==> src/rtl/alu_issue_pkg.sv <==
// alu_issue_pkg: opcodes, ALUOp codes, formats and FSM states shared by the ALU issue sequencer.
package alu_issue_pkg;
  localparam logic [10:0] OP_AND  = 11'b10001010000;
  localparam logic [10:0] OP_ORR  = 11'b10101010000;
  localparam logic [10:0] OP_ADD  = 11'b10001011000;
  localparam logic [10:0] OP_SUB  = 11'b11001011000;
  localparam logic [10:0] OP_LDUR = 11'b11111000010;
  localparam logic [10:0] OP_STUR = 11'b11111000000;
  localparam logic [10:0] OP_NOR  = 11'b11101010000;
  localparam logic [7:0]  OP_CBZ_PFX = 8'b10110100;
  localparam logic [1:0] ALUOP_MEM = 2'b00;
  localparam logic [1:0] ALUOP_CB  = 2'b01;
  localparam logic [1:0] ALUOP_R   = 2'b10;
  typedef enum logic [1:0] {FMT_R = 2'd0, FMT_D = 2'd1, FMT_CB = 2'd2} fmt_t;
  typedef enum logic [1:0] {IDLE = 2'd0, EXEC = 2'd1, RESP = 2'd2} state_t;
endpackage

==> src/rtl/alu_issue_decode.sv <==
// alu_issue_decode: combinational LEGv8 opcode decode; ALU_ISSUE_NOR_EN adds NOR as an R-type op.
module alu_issue_decode
  import alu_issue_pkg::*;
(
  input  logic [10:0] opcode,
  output logic [1:0]  aluop,
  output fmt_t        fmt,
  output logic        illegal
);
  logic is_r, is_d, is_cb, nor_hit;
`ifdef ALU_ISSUE_NOR_EN
  assign nor_hit = opcode == OP_NOR;
`else
  assign nor_hit = 1'b0;
`endif
  assign is_r = opcode == OP_AND || opcode == OP_ORR || opcode == OP_ADD || opcode == OP_SUB || nor_hit;
  assign is_d = opcode == OP_LDUR || opcode == OP_STUR;
  assign is_cb = opcode[10:3] == OP_CBZ_PFX;
  assign illegal = !(is_r || is_d || is_cb);
  assign aluop = is_r ? ALUOP_R : is_cb ? ALUOP_CB : ALUOP_MEM;
  assign fmt = is_r ? FMT_R : is_cb ? FMT_CB : FMT_D;
endmodule

==> src/rtl/alu_issue_ctrl.sv <==
// alu_issue_ctrl: issues one LEGv8 ALU op per handshake, holds operands ALU_LAT cycles, returns result.
// Optional ALU_ISSUE_NOR_EN macro enables NOR decode.
module alu_issue_ctrl
  import alu_issue_pkg::*;
#(
  parameter int DATA_W  = 64,
  parameter int ALU_LAT = 1
) (
  input  logic              clk,
  input  logic              reset,
  input  logic              instr_valid,
  output logic              instr_ready,
  input  logic [31:0]       instr,
  input  logic [DATA_W-1:0] rn_data,
  input  logic [DATA_W-1:0] rm_data,
  output logic [1:0]        ALUOp,
  output logic [10:0]       OpcodeField,
  output logic [DATA_W-1:0] A,
  output logic [DATA_W-1:0] B,
  input  logic [DATA_W-1:0] alu_result,
  input  logic              alu_zero,
  output logic              res_valid,
  input  logic              res_ready,
  output logic [DATA_W-1:0] res_data,
  output logic              res_zero,
  output logic              res_illegal
);
  state_t state, state_n;
  logic [3:0] cnt;
  logic [1:0] dec_aluop;
  fmt_t dec_fmt;
  logic dec_illegal, accept, done, unused_bits;
  logic [DATA_W-1:0] d_off;
  alu_issue_decode u_dec (
    .opcode (instr[31:21]),
    .aluop  (dec_aluop),
    .fmt    (dec_fmt),
    .illegal(dec_illegal)
  );
  assign instr_ready = state == IDLE;
  assign res_valid = state == RESP;
  assign accept = instr_ready && instr_valid;
  assign done = state == EXEC && cnt == 4'd1;
  assign d_off = {{(DATA_W-9){instr[20]}}, instr[20:12]};
  assign unused_bits = ^instr[11:0];
  always_comb
    state_n = accept ? (dec_illegal ? RESP : EXEC) : done ? RESP : (res_valid && res_ready) ? IDLE : state;
  // Illegal ops skip EXEC and leave the ALU-side registers untouched.
  always_ff @(posedge clk or posedge reset)
    if (reset) begin
      state <= IDLE;
      cnt <= '0;
      ALUOp <= '0;
      OpcodeField <= '0;
      A <= '0;
      B <= '0;
      res_data <= '0;
      res_zero <= 1'b0;
      res_illegal <= 1'b0;
    end else begin
      state <= state_n;
      if (accept && !dec_illegal) begin
        cnt <= 4'(ALU_LAT);
        ALUOp <= dec_aluop;
        OpcodeField <= instr[31:21];
        A <= dec_fmt == FMT_CB ? '0 : rn_data;
        B <= dec_fmt == FMT_D ? d_off : rm_data;
      end else if (state == EXEC) begin
        cnt <= cnt - 4'd1;
      end
      if (accept && dec_illegal) begin
        res_data <= '0;
        res_zero <= 1'b0;
        res_illegal <= 1'b1;
      end else if (done) begin
        res_data <= alu_result;
        res_zero <= alu_zero;
        res_illegal <= 1'b0;
      end
    end
endmodule
==> config.mk <==
export PLATFORM = sky130hd
export DESIGN_NAME = alu_issue_ctrl
export DESIGN_NICKNAME = d
export VERILOG_FILES = /design/src/rtl/alu_issue_pkg.sv /design/src/rtl/alu_issue_decode.sv /design/src/rtl/alu_issue_ctrl.sv
export SDC_FILE = /design/constraint.sdc
export NUM_CORES = 1
export LEC_CHECK = 0
export BUFFER_PORTS_ARGS = -buffer_cell sky130_fd_sc_hd__buf_2
export CELL_PAD_IN_SITES_DETAIL_PLACEMENT = 0
export CELL_PAD_IN_SITES_GLOBAL_PLACEMENT = 2
export CORE_ASPECT_RATIO = 0.5
export CORE_MARGIN = 2
export CORE_UTILIZATION = 27
export DETAILED_ROUTE_END_ITERATION = 6
export PLACE_DENSITY = 0.83
export SLEW_MARGIN = 20
export SYNTH_ARGS = -nofsm -noshare
export SYNTH_HDL_FRONTEND = slang
export SYNTH_SLANG_ARGS = --single-unit
==> constraint.sdc <==
create_clock -name clk -period 9.01 [get_ports clk]
set_input_delay 0.901 -clock clk [delete_from_list [all_inputs] [get_ports clk]]
set_output_delay 0.901 -clock clk [all_outputs]
set_load 0.05 [all_outputs]
Yosys cells after proc, flatten, opt, wreduce, memory -nomap -nowiden. Index checks and enable logic that the tools add are counted.

Register bits: 213. Input bits: 229. Output and inout port bits: 209. Logic and storage cells: 56.

Add/subtract/negate cells: 1. Eq/ne operators: 12. Mux-type cells: 18. Reductions and logical operators: 16.

Operators with widths (count): 64-bit 2-to-1 mux (4); 11-bit equality test (second input constant) (6); 2-bit 2-to-1 mux (7); 8-bit equality test (second input constant) (1); 4-bit 2-to-1 mux (2); 1-bit logical OR (6); 1-bit logical AND (5); 1-bit 2-to-1 mux (5); 2-bit by 1-bit equality test with 1-bit output (second input constant) (2); 2-bit equality test (second input constant) (2); 4-bit by 1-bit equality test with 1-bit output (second input constant) (1); 2-bit nonzero test (2); 4-bit by 1-bit subtractor with 4-bit output (second input constant) (1); 3-bit nonzero test (1); 2-bit logical NOT (1); 1-bit logical NOT (1).

Logic depth before layout (Yosys ltp). Gate-level depths: netlist of run 1.

Depth in word-level cells: 9. Depth in mapped cells: 8. Mapped depth without buffers: 6.

By module. Synthesis of run 1 repeated with hierarchy kept, for this count alone.

Cell total of the unflattened synthesis: 943. Area, all modules: 8962.3 µm².

Modules (own cells, without submodules): alu_issue_ctrl (instances 1, cells each 928, area each 8861.0 µm², seq. area each 5330.1 µm²); alu_issue_decode (instances 1, cells each 15, area each 101.3 µm², seq. area each 0.0 µm²).

Worst setup path before layout of run 1. Ideal clock, no wire load.

Path kind: in2reg. From: input port instr[27]. To: register ALUOp[1]. Library setup time: 128 ps. Data arrival time: 2197 ps. Data required time: 8882 ps. Setup slack: 6685 ps. Stages: 7. Buffers on the path: 3. Cells stage by stage: nor4bb_1 and3_1 buf_2 a21o_1 buf_2 buf_4 mux2_1.

Cells in the longest elaborated chain, start to end: 7. Elaborated cells on any way between the ends: 15. Classes of those cells: 7 x eq/ne; 1 x mux; 7 x reduce/logical.

Ends and longest elaborated chain: from (decl) (line alu_issue_ctrl.sv:13) `input logic [31:0] instr,`; 11-bit equality test (line alu_issue_decode.sv:16) `assign is_r = opcode == OP_AND || opcode == OP_ORR || opcode == OP_ADD || opcode == OP_SUB || nor_hit;`; 1-bit logical OR (3 in a row) (line alu_issue_decode.sv:16); 1-bit logical OR (2 in a row) (line alu_issue_decode.sv:19) `assign illegal = !(is_r || is_d || is_cb);`; 1-bit logical AND (line alu_issue_ctrl.sv:62) `if (accept && !dec_illegal) begin`; to (signal assigned) (line alu_issue_ctrl.sv:64) `ALUOp <= dec_aluop;`; to (decl) (line alu_issue_ctrl.sv:16) `output logic [1:0] ALUOp,`.

Parallel ways exist; a longest one is shown, timed or not. A chain may end at the register's enable or synchronous reset.

Worst setup path after layout of run 1.
From: register state[0]. To: register A[17].

Cells in the longest elaborated chain, start to end: 3.

Ends and longest elaborated chain: from (decl) (line alu_issue_ctrl.sv:28) `state_t state, state_n;`; from (signal assigned) (line alu_issue_ctrl.sv:61) `state <= state_n;`; 2-bit logical NOT (line alu_issue_ctrl.sv:40) `assign instr_ready = state == IDLE;`; 1-bit logical AND (line alu_issue_ctrl.sv:42) `assign accept = instr_ready && instr_valid;`; 1-bit logical AND (line alu_issue_ctrl.sv:62); to (signal assigned) (line alu_issue_ctrl.sv:66) `A <= dec_fmt == FMT_CB ? '0 : rn_data;`; to (decl) (line alu_issue_ctrl.sv:18) `output logic [DATA_W-1:0] A,`.

Every way passes these cells.

==> impl_metrics.prom, run 1 <==
# TYPE chip_impl_metric gauge
chip_impl_metric{name="net_count_synth",unit=""} 1181
chip_impl_metric{name="netlist-cell-type-count",unit=""} 35
chip_impl_metric{name="power_per_cell_area",unit="nW/um^2"} 278
chip_impl_metric{name="core_area",unit="sq um"} 34400
chip_impl_info{name="tritoncts",value="done"} 1
chip_impl_metric{name="wirelength",unit="um"} 32700
chip_impl_info{name="yosysTopAreaCell",value="dfrtp_1"} 1
chip_impl_metric{name="route.detailed.drc",unit=""} 0
chip_impl_metric{name="initial_util",unit="%"} 27.3
chip_impl_metric{name="cts_inserted_buffers",unit=""} 22
chip_impl_metric{name="ys_warn_count",unit=""} 0
chip_impl_metric{name="clkTransAtPathRegs",unit="ns"} 0.06
chip_impl_metric{name="fillCellCount",unit=""} 3578
chip_impl_metric{name="timing.final.crit_period",unit="ns"} 3.90
chip_impl_info{name="root_buffer",value="clkbuf_16"} 1
chip_impl_metric{name="cts_num_sinks",unit=""} 213
chip_impl_metric{name="io-pin-count",unit=""} 438
chip_impl_metric{name="design_area_final",unit="sq um"} 12600
chip_impl_metric{name="final-max-slew-violation-count",unit=""} 0
chip_impl_metric{name="power.sequential.fraction",unit="%"} 36.1
chip_impl_metric{name="final_hold_viol_count",unit=""} 0
chip_impl_metric{name="die_height",unit="um"} 136
chip_impl_metric{name="ctsLongestPathBuffers",unit=""} 3
chip_impl_metric{name="crit_path_max_fanout",unit=""} 70
chip_impl_info{name="worst_setup_path_end_kind",value="flop"} 1
chip_impl_metric{name="grt_pass1_vias",unit=""} 8441
chip_impl_info{name="timing_worst_setup_path_type",value="flop to flop"} 1
chip_impl_metric{name="grt_max_degree",unit=""} 106
chip_impl_metric{name="p_int",unit="W"} 0.00199
chip_impl_info{name="nature_of_the_critical_path_startpoint",value="flop"} 1
chip_impl_metric{name="dpl_cell_area",unit="sq um"} 11800
chip_impl_metric{name="drt_first_pass_iters",unit=""} 5
chip_impl_info{name="layout.cells.most_common_list",value="buf_2, dfrtp_1, nand2_1, a21oi_1, inv_1"} 1
chip_impl_info{name="synth.area.top_cells",value="dfrtp_1, nand2_1, mux2i_1"} 1
chip_impl_info{name="postSynth.topFlopCell",value="dfrtp_1"} 1
chip_impl_metric{name="post-cts-setup-buffers",unit=""} 0
chip_impl_metric{name="cts_hold_buf",unit=""} 0
chip_impl_metric{name="pleak",unit="nW"} 6.48
chip_impl_metric{name="clk_pwr_share",unit="%"} 27.0
chip_impl_metric{name="ys_seq_elements",unit=""} 213
chip_impl_metric{name="timing_worst_slew_pin_value",unit="ns"} 1.01
chip_impl_metric{name="layout_worst_path_cycle_share",unit="%"} 43.3
chip_impl_metric{name="synth_largest_type_area_fraction",unit="%"} 56.8
chip_impl_metric{name="drt_iter0_drc",unit=""} 553
chip_impl_metric{name="worst_clock_skew_on_the_final_layout",unit="ns"} 0.00799
chip_impl_metric{name="die-area",unit="sq um"} 36400
chip_impl_metric{name="synth_seq_area_share",unit="%"} 56.8
chip_impl_metric{name="final.setup.tns",unit="ns"} 0
chip_impl_metric{name="ir_worst_vdd",unit="mV"} 0.112
chip_impl_metric{name="gp_congestion",unit=""} 0.819
chip_impl_metric{name="final_layout_size_suffix_gt1_share",unit="%"} 36.5
chip_impl_metric{name="numPortBuffers",unit=""} 425
chip_impl_metric{name="postSynth.asyncResetShare",unit="%"} 100
chip_impl_metric{name="detail_route.wl_per_cell",unit="um"} 18.0
chip_impl_metric{name="synth_area",unit="sq um"} 9380
chip_impl_metric{name="setup_viol_count_final",unit=""} 0
chip_impl_metric{name="clock_network_latency_to_the_later_pin_of_the_worst_skew_pair",unit="ns"} 0.52
chip_impl_metric{name="cts.repair.resized",unit=""} 0
chip_impl_metric{name="p_sw_share",unit="%"} 43.2
chip_impl_metric{name="worstPathRequired",unit="ns"} 9.43
chip_impl_metric{name="cts_max_level",unit=""} 1
chip_impl_metric{name="routed_via_density",unit=""} 4.67
chip_impl_metric{name="ant_nets",unit=""} 0
chip_impl_metric{name="post_layout_nets",unit=""} 1554
chip_impl_info{name="status",value="finished, final reports clean"} 1
chip_impl_metric{name="gr-usage-all-layers",unit="%"} 17.4
chip_impl_metric{name="max_slew_margin",unit="%"} 32.6
chip_impl_metric{name="maxClockFrequency",unit="GHz"} 0.256
chip_impl_metric{name="cap_violations",unit=""} 0
chip_impl_metric{name="number_of_flops_mapped_to_enable_cells_by_yosys",unit=""} 0
chip_impl_metric{name="place_hpwl",unit="um"} 21900
chip_impl_info{name="rsz0062_at_grt",value="no"} 1
chip_impl_metric{name="antenna_found_initial",unit=""} 5
chip_impl_metric{name="fp-row-count",unit=""} 48
chip_impl_metric{name="area_growth_syn_to_layout",unit="%"} 34.1
chip_impl_metric{name="worst_ep_arrival_time",unit="ns"} 4.32
chip_impl_metric{name="switchingPower",unit="W"} 0.00151
chip_impl_info{name="final_common_cell",value="buf_2"} 1
chip_impl_metric{name="die_width",unit="um"} 268
chip_impl_metric{name="power_frac_comb",unit="%"} 36.9
chip_impl_metric{name="finish.utilization",unit="%"} 36.6
chip_impl_metric{name="syn_area_per_cell",unit="sq um"} 9.88
chip_impl_metric{name="syn-instance-count",unit=""} 950
chip_impl_metric{name="global_route.overflow_total",unit=""} 0
chip_impl_metric{name="grt_first_pass_wirelength",unit="um"} 49800
chip_impl_metric{name="detailroute.via_count",unit=""} 8494
chip_impl_info{name="worst_hold_check_path_type",value="flop to flop"} 1
==> routing by layer <==
layer / share of wire (%) / GRT usage [%] / vias up / wire length (um)
met5: 0 / 0 / - / 0
met2: 53 / 30.8 / 263 / 17200
met4: 3.6 / 6.52 / 0 / 1170
met3: 4.5 / 2.88 / 65 / 1490
met1: 39 / 21.4 / 4167 / 12900
li1: - / - / 3999 / -
==> worst paths after layout <==
check | start | end | slack, ns | cells after the start
max in group asynchronous | reset | B[30]$_DFFE_PP0P_ | 6.48 | 4
hold reg to reg | OpcodeField[10]$_DFFE_PP0P_ | OpcodeField[10]$_DFFE_PP0P_ | 0.47 | 1
setup reg to reg | state[0]$_DFFE_PP0P_ | A[17]$_DFFE_PP0P_ | 5.11 | 6
setup / recovery | state[0]$_DFFE_PP0P_ | A[17]$_DFFE_PP0P_ | 5.11 | 6
min in group asynchronous | reset | A[53]$_DFFE_PP0P_ | 0.52 | 2
hold / removal | OpcodeField[10]$_DFFE_PP0P_ | OpcodeField[10]$_DFFE_PP0P_ | 0.47 | 1
==> area by class of cell <==
class / count / area, sq um / share of cell area, %
Sequential cell: 213 / 5330 / 42.4
Multi-Input combinational cell: 580 / 3440 / 27.3
Timing Repair Buffer: 438 / 2220 / 17.7
Clock buffer: 34 / 667 / 5.30
Tap cell: 475 / 594 / 4.72
Inverter: 68 / 263 / 2.09
Clock inverter: 5 / 52.6 / 0.418
Antenna cell: 7 / 17.5 / 0.139
==> power groups by stage <==
stage / Clock, W / Combinational (W) / Sequential [W]
floorplan: 0 / 0.000298 / 0.00193
global placement: 0 / 0.00129 / 0.00127
detailed placement: 0 / 0.00130 / 0.00128
CTS: 0.000974 / 0.00131 / 0.00126
global route: 0.00102 / 0.00137 / 0.00129
finish: 0.000942 / 0.00129 / 0.00126
==> cell families after synthesis <==
group	after synthesis	share of synthesized area, %
AO/OA/AOI/OAI	270	17.2
AND/OR/NAND/NOR	232	10.5
flip-flops	213	56.8
buffers and inverters	157	7.08
multiplexers	73	7.89
XOR/XNOR	3	0.280
adder cells (fa/ha/maj)	2	0.267
==> synthesized netlist by cell type (all sizes together) (2+ instances only) <==
master   instances
a211oi          65
a21o             4
a21oi           68
a22o             2
a31oi           65
and3             2
buf             45
clkbuf          44
dfrtp          213
ha               2
inv             68
mux2             8
mux2i           65
nand2          198
nand2b           3
nand3b           9
nand4bb          2
nor2             8
nor3b            2
o21ai           65
xnor2            3
==> worst max-delay path, stage by stage (launching register included) <==
cell and delay [ns]:
dfrtp_1 0.44, nor3b_1 0.40, and3_2 0.25, buf_4 0.62, a21o_4 0.75, buf_4 0.91, mux2i_1 0.29
==> through the flow <==
stage | total power, W | worst slack [ns] | std cells | hold WS (ns)
2_1_floorplan | 0.00222 | 2.29 | 950 | 0.504
3_3_place_gp | 0.00256 | 4.70 | 1774 | 0.449
3_5_place_dp | 0.00258 | 4.62 | 1774 | 0.460
4_1_cts | 0.00354 | 5.11 | 1813 | 0.479
5_1_grt | 0.00367 | 4.83 | 1818 | 0.494
6_report | 0.00350 | 5.11 | 1820 | 0.471
==> registers in the layout, indices dropped and copies added, names as in the netlist <==
signal	count
B	64
A	64
res_data	64
cnt	4
res_zero	1
res_illegal	1
state	2
ALUOp	2
OpcodeField	11
No activity file was read; power rests on OpenSTA's default activity.
==> inputs of run 2 (changes only) <==
==> constraint.sdc (replaced) <==
create_clock -name clk -period 3.7 [get_ports clk]
set_input_delay 0.37 -clock clk [delete_from_list [all_inputs] [get_ports clk]]
set_output_delay 0.37 -clock clk [all_outputs]
set_load 0.05 [all_outputs]
==> run 2 against run 1 <==
Via count decreased by 0.45%. Cell count increased by 0.27%. Critical path depth stayed put. Register-to-register slack lost 3.9 ns. Sequential power grew 140%. Sequential cell count unchanged. Die area unchanged. Setup slack worse by 3.9 ns. Critical path type unchanged.
==> impl_metrics.prom, run 2 (synthesis results as in run 1) <==
# TYPE chip_impl_metric gauge
chip_impl_metric{name="clkTransAtPathRegs",unit="ns"} 0.06
chip_impl_info{name="worst_setup_path_end_kind",value="flop"} 1
chip_impl_metric{name="ir_worst_vdd",unit="mV"} 0.295
chip_impl_metric{name="fillCellCount",unit=""} 3609
chip_impl_metric{name="cts.repair.resized",unit=""} 0
chip_impl_info{name="timing.critical_path.slowest_stage_cell",value="buf_4"} 1
chip_impl_metric{name="cts_inserted_buffers",unit=""} 23
chip_impl_info{name="crit_top_cell",value="buf_4"} 1
chip_impl_metric{name="grt_max_degree",unit=""} 80
chip_impl_info{name="final_common_cell",value="buf_2"} 1
chip_impl_metric{name="gr-usage-all-layers",unit="%"} 17.2
chip_impl_metric{name="power_frac_comb",unit="%"} 37.2
chip_impl_metric{name="die_width",unit="um"} 268
chip_impl_metric{name="core_area",unit="sq um"} 34400
chip_impl_metric{name="routed_via_density",unit=""} 4.63
chip_impl_metric{name="global_route.overflow_total",unit=""} 0
chip_impl_metric{name="seq_area",unit="sq um"} 5330
chip_impl_metric{name="gp_congestion",unit=""} 0.902
chip_impl_metric{name="final_layout_size_suffix_gt1_share",unit="%"} 36.7
chip_impl_metric{name="p_int",unit="W"} 0.00484
chip_impl_metric{name="power_per_cell_area",unit="nW/um^2"} 668
chip_impl_metric{name="drt_iter0_drc",unit=""} 544
chip_impl_metric{name="ctsLongestPathBuffers",unit=""} 3
chip_impl_metric{name="pleak",unit="nW"} 6.52
chip_impl_metric{name="timing_worst_slew_pin_value",unit="ns"} 0.815
chip_impl_metric{name="drt_first_pass_iters",unit=""} 5
chip_impl_metric{name="timing.final.crit_period",unit="ns"} 2.47
chip_impl_metric{name="post_layout_nets",unit=""} 1560
chip_impl_metric{name="cap_violations",unit=""} 0
chip_impl_metric{name="multi_input_comb_area",unit="sq um"} 3430
chip_impl_metric{name="max_slew_margin",unit="%"} 45.7
chip_impl_metric{name="cts_max_level",unit=""} 1
chip_impl_metric{name="route.detailed.drc",unit=""} 0
chip_impl_metric{name="clk_pwr_share",unit="%"} 26.5
chip_impl_info{name="rsz0062_at_grt",value="no"} 1
chip_impl_metric{name="numPortBuffers",unit=""} 425
chip_impl_metric{name="setup_viol_count_final",unit=""} 0
chip_impl_info{name="tritoncts",value="done"} 1
chip_impl_metric{name="grt_pass1_vias",unit=""} 8341
chip_impl_metric{name="detailroute.via_count",unit=""} 8456
chip_impl_metric{name="final-instance-count-excl-fill",unit=""} 1825
chip_impl_metric{name="dpl.cell_count",unit=""} 1779
chip_impl_info{name="layout.cells.most_common_list",value="buf_2, dfrtp_1, nand2_1, a21oi_1, inv_1"} 1
chip_impl_info{name="worst_hold_check_path_type",value="input pin to async pin"} 1
chip_impl_metric{name="worst_ep_arrival_time",unit="ns"} 2.87
chip_impl_metric{name="power.sequential.fraction",unit="%"} 36.3
chip_impl_metric{name="place_hpwl",unit="um"} 22600
chip_impl_info{name="reg_top3",value="A: 64 flops, B: 64 flops, res_data: 64 flops"} 1
chip_impl_info{name="timing_worst_setup_path_type",value="flop to flop"} 1
chip_impl_info{name="status",value="finished, final reports clean"} 1
chip_impl_metric{name="final.setup.tns",unit="ns"} 0
chip_impl_metric{name="die-area",unit="sq um"} 36400
chip_impl_metric{name="layout_worst_path_cycle_share",unit="%"} 66.9
chip_impl_metric{name="worstPathRequired",unit="ns"} 4.09
chip_impl_info{name="root_buffer",value="clkbuf_16"} 1
chip_impl_metric{name="fp-row-count",unit=""} 48
chip_impl_metric{name="area_growth_syn_to_layout",unit="%"} 35.3
chip_impl_metric{name="finish.utilization",unit="%"} 37.0
chip_impl_metric{name="initial_util",unit="%"} 27.3
chip_impl_metric{name="wirelength",unit="um"} 32800
chip_impl_metric{name="grt_first_pass_wirelength",unit="um"} 49100
chip_impl_metric{name="cts_hold_buf",unit=""} 0
chip_impl_metric{name="cts_num_sinks",unit=""} 213
chip_impl_info{name="critical_path.cell_chain",value="nor3b_1 > and3_2 > buf_4 > a21oi_1 > buf_4 > mux2_2"} 1
chip_impl_metric{name="p_sw_share",unit="%"} 43.0
chip_impl_metric{name="post-cts-setup-buffers",unit=""} 0
chip_impl_metric{name="worst_clock_skew_on_the_final_layout",unit="ns"} 0.00601
chip_impl_metric{name="final_hold_viol_count",unit=""} 0
chip_impl_metric{name="antenna_found_initial",unit=""} 5
chip_impl_metric{name="worst_path_largest_cell_delay",unit="ns"} 0.61
chip_impl_metric{name="io-pin-count",unit=""} 438
chip_impl_metric{name="final-max-slew-violation-count",unit=""} 0
chip_impl_metric{name="detail_route.wl_per_cell",unit="um"} 18.0
chip_impl_metric{name="switchingPower",unit="W"} 0.00365
chip_impl_metric{name="clock_network_latency_to_the_later_pin_of_the_worst_skew_pair",unit="ns"} 0.51
chip_impl_metric{name="ant_nets",unit=""} 0
chip_impl_metric{name="crit_path_max_fanout",unit=""} 67
chip_impl_metric{name="die_height",unit="um"} 136
chip_impl_info{name="nature_of_the_critical_path_startpoint",value="flop"} 1
chip_impl_metric{name="maxClockFrequency",unit="GHz"} 0.404
[run 2: cell types whose count changed in the layout (fill, tap and decap cells not counted), sizes merged]
cell / before / now
buf: 438 / 443
clkinv: 3 / 4
diode: 7 / 5
clkinvlp: 1 / 2
inv: 68 / 67
clkbuf: 34 / 35
[run 2: path summary, 6_finish.rpt]
kind	slack [ns]	startpoint	depth (start not counted)	end
max in group asynchronous	3.28	reset	3	B[29]$_DFFE_PP0P_
hold reg to reg	0.46	OpcodeField[10]$_DFFE_PP0P_	1	OpcodeField[10]$_DFFE_PP0P_
setup / recovery	1.23	state[0]$_DFFE_PP0P_	6	OpcodeField[8]$_DFFE_PP0P_
hold / removal	0.03	reset	3	OpcodeField[3]$_DFFE_PP0P_
min in group clk	0.09	alu_result[25]	3	res_data[25]$_DFFE_PP0P_
setup reg to reg	1.23	state[0]$_DFFE_PP0P_	6	OpcodeField[8]$_DFFE_PP0P_
[run 2: metrics by stage]
step                setup slack (ns)  hold slack [ns]  power [W]  instance area, sq um
floorplan                      0.560            0.501    0.00542                  9390
global route                    1.02           0.0531    0.00892                 12700
finish                          1.23           0.0349    0.00849                 12700
CTS                             1.22           0.0226    0.00861                 12700
global placement                1.08            0.448    0.00625                 12000
detailed placement              1.03            0.448    0.00631                 12000
[run 2: power by group through the flow]
stage | Clock [W] | Combinational [W] | Sequential, W
floorplan | 0 | 0.000725 | 0.00469
global placement | 0 | 0.00315 | 0.00310
detailed placement | 0 | 0.00319 | 0.00312
CTS | 0.00234 | 0.00319 | 0.00308
global route | 0.00245 | 0.00334 | 0.00314
finish | 0.00225 | 0.00316 | 0.00308
[run 2: layout make-up]
cell class | instances | area share, %
tap | 475 | 4.68
inverter | 68 | 2.04
sequential | 213 | 42.0
timing repair buffer | 443 | 18.5
multi-input combinational | 580 | 27.0
clock buffer | 35 | 5.20
antenna | 5 | 0.0985
clock inverter | 6 | 0.453
[run 2: metal layers]
| layer | track usage [%] | vias to the layer above | wire length [um] |
|---|---|---|---|
| li1 | - | 4006 | - |
| met1 | 21.2 | 4164 | 13000 |
| met2 | 31.0 | 232 | 17400 |
| met3 | 2.54 | 54 | 1390 |
| met4 | 5.90 | 0 | 945 |
| met5 | 0 | - | 0 |
[run 2: critical path, delay by kind of cell, from the launching register on]
kind | cells | cell delay (ns)
muxes | 1 | 0.28
and+or+nand+nor | 2 | 0.65
AOI/OAI and AO/OA | 1 | 0.15
buffers and inverters | 2 | 0.84
DFF | 1 | 0.43
